===== src/rtl/b2bd_share_ctrl.sv =====
// Shared serial binary-to-BCD converter (double-dabble, 8 steps) with round-robin arbitration.
// Optional per-channel result cache enabled by defining B2BD_SHARE_CACHE_EN.
module b2bd_share_ctrl #(
    parameter int N_CH = 4
) (
    input  logic                clk,
    input  logic                rst,
    input  logic [N_CH-1:0]     req,
    input  logic [8*N_CH-1:0]   bc_in,
    output logic [N_CH-1:0]     ack,
    output logic [11:0]         bdc_out,
    output logic [2:0]          bdc_ch,
    output logic                busy
);
    localparam int CW = $clog2(N_CH);

    typedef enum logic [1:0] {IDLE, SHIFT, DONE} state_t;

    state_t        state, state_nxt;
    logic [CW-1:0] last, gnt, gnt_r;
    logic          gnt_vld;
    int unsigned   idx;
    logic [7:0]    op, sh;
    logic [2:0]    hund;
    logic [3:0]    tens, unit;
    logic [2:0]    cnt;
    logic [3:0]    f_tens, f_unit;
    logic [11:0]   step_res;
    logic          hit;
    logic [11:0]   hit_res;

    function automatic logic [3:0] adj(input logic [3:0] x);
        return (x < 4'd5) ? x : x + 4'd3;
    endfunction

    // Round-robin: first requester found searching upward from last+1, wrapping.
    always_comb begin
        gnt     = '0;
        gnt_vld = 1'b0;
        idx     = 0;
        for (int unsigned k = 1; k <= N_CH; k++) begin
            idx = (32'(last) + k) % N_CH;
            if (!gnt_vld && ((req >> idx) & N_CH'(1)) != '0) begin
                gnt_vld = 1'b1;
                gnt     = CW'(idx);
            end
        end
    end

    assign op = 8'(bc_in >> {gnt, 3'b000});

    // Hundreds bit 3 is never read after a shift, so only three bits are held.
    always_comb begin
        f_tens   = adj(tens);
        f_unit   = adj(unit);
        step_res = {hund, f_tens, f_unit, sh[7]};
    end

`ifdef B2BD_SHARE_CACHE_EN
    logic [7:0]      cache_op  [N_CH];
    logic [11:0]     cache_res [N_CH];
    logic [N_CH-1:0] cache_vld;
    logic [7:0]      op_r;

    always_comb begin
        hit     = cache_vld[gnt] && (cache_op[gnt] == op);
        hit_res = cache_res[gnt];
    end

    always_ff @(posedge clk) begin
        if (rst) begin
            cache_vld <= '0;
            op_r      <= '0;
        end else begin
            if (state == IDLE && gnt_vld)
                op_r <= op;
            if (state == SHIFT && cnt == 3'd7) begin
                cache_vld[gnt_r] <= 1'b1;
                cache_op[gnt_r]  <= op_r;
                cache_res[gnt_r] <= step_res;
            end
        end
    end
`else
    always_comb begin
        hit     = 1'b0;
        hit_res = '0;
    end
`endif

    always_ff @(posedge clk) begin
        if (rst)
            state <= IDLE;
        else
            state <= state_nxt;
    end

    always_comb begin
        state_nxt = state;
        case (state)
            IDLE:    if (gnt_vld) state_nxt = hit ? DONE : SHIFT;
            SHIFT:   if (cnt == 3'd7) state_nxt = DONE;
            DONE:    state_nxt = IDLE;
            default: state_nxt = IDLE;
        endcase
    end

    always_comb begin
        busy = (state != IDLE);
    end

    always_ff @(posedge clk) begin
        if (rst) begin
            last    <= CW'(N_CH - 1);
            gnt_r   <= '0;
            sh      <= '0;
            hund    <= '0;
            tens    <= '0;
            unit    <= '0;
            cnt     <= '0;
            ack     <= '0;
            bdc_out <= '0;
            bdc_ch  <= '0;
        end else begin
            ack <= '0;
            case (state)
                IDLE: begin
                    if (gnt_vld) begin
                        last  <= gnt;
                        gnt_r <= gnt;
                        sh    <= op;
                        hund  <= '0;
                        tens  <= '0;
                        unit  <= '0;
                        cnt   <= '0;
                        if (hit) begin
                            bdc_out <= hit_res;
                            bdc_ch  <= 3'(gnt);
                            ack     <= N_CH'(1) << gnt;
                        end
                    end
                end
                SHIFT: begin
                    sh   <= sh << 1;
                    hund <= step_res[10:8];
                    tens <= step_res[7:4];
                    unit <= step_res[3:0];
                    cnt  <= cnt + 3'd1;
                    if (cnt == 3'd7) begin
                        bdc_out <= step_res;
                        bdc_ch  <= 3'(gnt_r);
                        ack     <= N_CH'(1) << gnt_r;
                    end
                end
                default: ;
            endcase
        end
    end
endmodule


===== config.mk =====
export PLATFORM = sky130hd
export DESIGN_NAME = b2bd_share_ctrl
export DESIGN_NICKNAME = d
export VERILOG_FILES = /design/src/rtl/b2bd_share_ctrl.sv
export SDC_FILE = /design/constraint.sdc
export NUM_CORES = 1
export LEC_CHECK = 0
export CAP_MARGIN = 20
export CORE_MARGIN = 10
export CORE_UTILIZATION = 48
export DETAILED_ROUTE_END_ITERATION = 7
export PLACE_DENSITY = 0.79
export SETUP_SLACK_MARGIN = 0.1
export SLEW_MARGIN = 20
export SYNTH_ARGS = -nofsm -noshare
export SYNTH_HDL_FRONTEND = slang
export SYNTH_SLANG_ARGS = --single-unit

===== constraint.sdc =====
create_clock -name clk -period 2 [get_ports clk]
set_input_delay 0.4 -clock clk [delete_from_list [all_inputs] [get_ports clk]]
set_output_delay 0.4 -clock clk [all_outputs]
set_load 0.1 [all_outputs]

==> impl_metrics.tcl <==
set metrics [dict create \
    status "completed" \
    p_switching_mw 0.4872 \
    preCtsSetupSlack_ns -0.06272 \
    start_kind "input port" \
    num_antenna_cells 0 \
    hold_class "reg -> reg" \
    p_per_area_nw_per_um2 701.6 \
    final_cell_area_sq_um 2887 \
    arrival_ns 1.98 \
    dp_hpwl_mm 3.904 \
    grt_use_total 0.1392 \
    critical_path_class "in -> reg" \
    sequentialPowerShare 0.486 \
    required_ns 2.22 \
    routabilityCongestion 0.7477 \
    netlist_top_cells_area "dfxtp_1, mux2i_1, a21oi_1, nand2_1, nor2_1" \
    drt_wl_total_mm 5.230 \
    initialDrtViolationCount 133 \
    clock_power_share 0.343 \
    yosysTopAreaCell "dfxtp_1" \
    finalNonFillerCells 359 \
    nNetsFinal 349 \
    critPathBufInv 1 \
    ir_worst_vdd_mv 0.3819 \
    synth_cell_type_count 42 \
    antenna_found_initial 0 \
    rsz0062_at_grt "false" \
    cts-root-buf "clkbuf_8" \
    grt_overflow 0 \
    p_int_mw 1.538 \
    clk_pin_slew_ns 0.08 \
    grt_pass1_vias 1863 \
    drt_first_pass_iters 4 \
    hold_viol 0 \
    cp-end-kind "flop" \
    tns_ns 0 \
    avgSynthCellArea_sq_um 8.723 \
    min_period_over_period 0.8826 \
    ys_warn_count 0 \
    slew_viol_final 0 \
    tightest_slew_ns 0.5862 \
    cts_setup_buffers 0 \
    cts_made_buffers 5 \
    synth_top_area_share 0.4240 \
    fin_crit_ns 1.765 \
    port_buffers 56 \
    clk_latency_ns 0.29 \
    fin_skew_ns 0.006599 \
    dp_cells 352 \
    core_region_area_sq_um 4354 \
    synth.yosys.seq_area_share 0.4240 \
    htree_levels 2 \
    area_growth_syn_to_layout_pct 32.89 \
    setup_violations 0 \
    path_max_fanout 9 \
    syn-cell-area_sq_um 2172 \
    path_cells "clkdlybuf4s50_1 -> nor4_2 -> a21o_2 -> a22oi_1 -> or2_2 -> o211ai_2" \
    clock-sinks 46 \
    max_slew_margin 0.6092 \
    combPwrFrac 0.172 \
    setup_slack_ns 0.2348 \
    num_io_pins 58 \
    initial_core_util 0.4989 \
    ys_ff_latch 46 \
    ant_nets 0 \
    netlist_instances 249 \
    max_stage_delay_ns 0.47 \
    fmax_mhz 566.5 \
    wl_per_cell_um 14.57 \
    die_width_um 87.27 \
    fp-row-count 24 \
    drive_gt1_frac 0.1596 \
    grt_pass1_wl_mm 8.797 \
    crit_family "simple AND/OR/NAND/NOR gates" \
    leakage_nw 1.158 \
    switching_share 0.2406 \
    vias 1947 \
    post_dp_cell_area_sq_um 2774 \
    cts_resized 0 \
    vias_per_cell 5.423 \
    grt_max_degree 44 \
    max-cap-violations 0 \
    dieArea_sq_um 7616 \
    drc 0 \
    fp.dieH_um 87.27 \
    hold_buffers 0 \
    cp_slowest_cell "clkdlybuf4s50_1" \
    cts_max_path_buffers 2 \
    synth_nets 291 \
    cts_tree "done" \
]
[per-stage QoR]
stage,hold WS (ns),total power [mW],utilization
floorplan,0.4322,1.209,-
global placement,0.4440,1.347,0.6371
detailed placement,0.4496,1.353,0.6371
CTS,0.4608,2.038,0.6629
global route,0.4856,2.110,0.6629
finish,0.4591,2.025,0.6629
[worst min-delay path: stages (launching register included)]
cell	delay, ns
dfxtp_1	0.31
nand2_1	0.05
a21oi_1	0.05
[path summary, 6_finish.rpt]
path	slack, ns	to	startpoint	cells past startpoint
max reg2reg	0.25	ack[1]$_SDFF_PP0_	state[0]$_SDFFE_PP0P_	6
max	0.23	sh[7]$_SDFFE_PP0P_	req[1]	6
min reg2reg	0.46	bdc_ch[0]$_SDFFE_PP0N_	bdc_ch[0]$_SDFFE_PP0N_	2
min	0.46	bdc_ch[0]$_SDFFE_PP0N_	bdc_ch[0]$_SDFFE_PP0N_	2
[cell families after synthesis]
kind of cell	share of synthesized area
DFF	0.4240
and+or+nand+nor	0.2033
xor gates and xnor gates	0.008066
AOI/OAI and AO/OA	0.1895
buffers and inverters	0.05300
other	0.001726
muxes	0.09735
adders and majority gates	0.02304
[cell type report]
type                       instances  area, sq um
clock buffer                       6        82.58
tap                               52        65.06
fill                             357         1468
sequential                        46        920.9
multi-input combinational        181         1136
inverter                           7        26.28
timing repair buffer              66        625.6
clock inverter                     1        30.03
[synth_stat cells]
| cell | n |
|---|---|
| or2_2 | 7 |
| a31oi_1 | 3 |
| ha_1 | 4 |
| buf_6 | 1 |
| o21ai_4 | 1 |
| dfxtp_1 | 46 |
| nor4_2 | 1 |
| nor3b_1 | 1 |
| nand3_1 | 9 |
| buf_4 | 1 |
| o21bai_1 | 1 |
| buf_12 | 1 |
| mux2i_1 | 20 |
| nand2_1 | 30 |
| or2_1 | 2 |
| conb_1 | 1 |
| and2_1 | 1 |
| o211ai_2 | 1 |
| a211oi_1 | 4 |
| a21o_1 | 1 |
| nor3_1 | 5 |
| a21o_2 | 1 |
| a21boi_1 | 1 |
| nand2b_1 | 6 |
| a21oi_1 | 23 |
| o221ai_1 | 6 |
| clkbuf_1 | 8 |
| nor2b_1 | 4 |
| buf_2 | 3 |
| a22oi_1 | 11 |
| nor4_1 | 1 |
| mux2_2 | 1 |
| o221ai_2 | 1 |
| nor2_1 | 23 |
| nand3b_1 | 2 |
| o21ai_0 | 4 |
| clkbuf_2 | 1 |
| inv_1 | 7 |
| and3_1 | 1 |
| a211o_1 | 1 |
| o22a_1 | 1 |
| xnor2_1 | 2 |
[power groups by stage]
stage	registers [mW]	clock network (mW)	logic (mW)
global placement	1.00	0	0.342
finish	0.984	0.694	0.348
CTS	0.983	0.704	0.350
floorplan	0.996	0	0.214
detailed placement	1.00	0	0.348
global route	0.990	0.743	0.377
[flip-flops by register name (all words and copies together), names as in the netlist]
name	flops
bdc_out	12
state	2
tens	4
bdc_ch	2
sh	8
last	2
cnt	3
hund	3
ack	4
gnt_r	2
unit	4
[placed cells by master (no fill, tap or decap), drive strengths merged, types with 2 or more instances in the layout]
master	count
xnor2	2
a211oi	4
nor2	23
nand3b	2
nor2b	4
o21ai	5
buf	29
ha	4
nor3	5
or2	9
nand2	30
inv	7
a31oi	3
nand2b	6
nor4	2
nand3	9
clkdlybuf4s50	37
dfxtp	46
a21o	2
o221ai	7
a21oi	23
a22oi	11
mux2i	20
clkbuf	6
[layer usage]
layer / vias to the layer above / track usage / routed length (um)
met5: - / 0 / 0
met4: 0 / 0.03913 / 82
met3: 9 / 0.03371 / 201
met2: 36 / 0.2440 / 2644
met1: 913 / 0.1629 / 2302
li1: 989 / - / -
(Power assumes the default switching activity.)
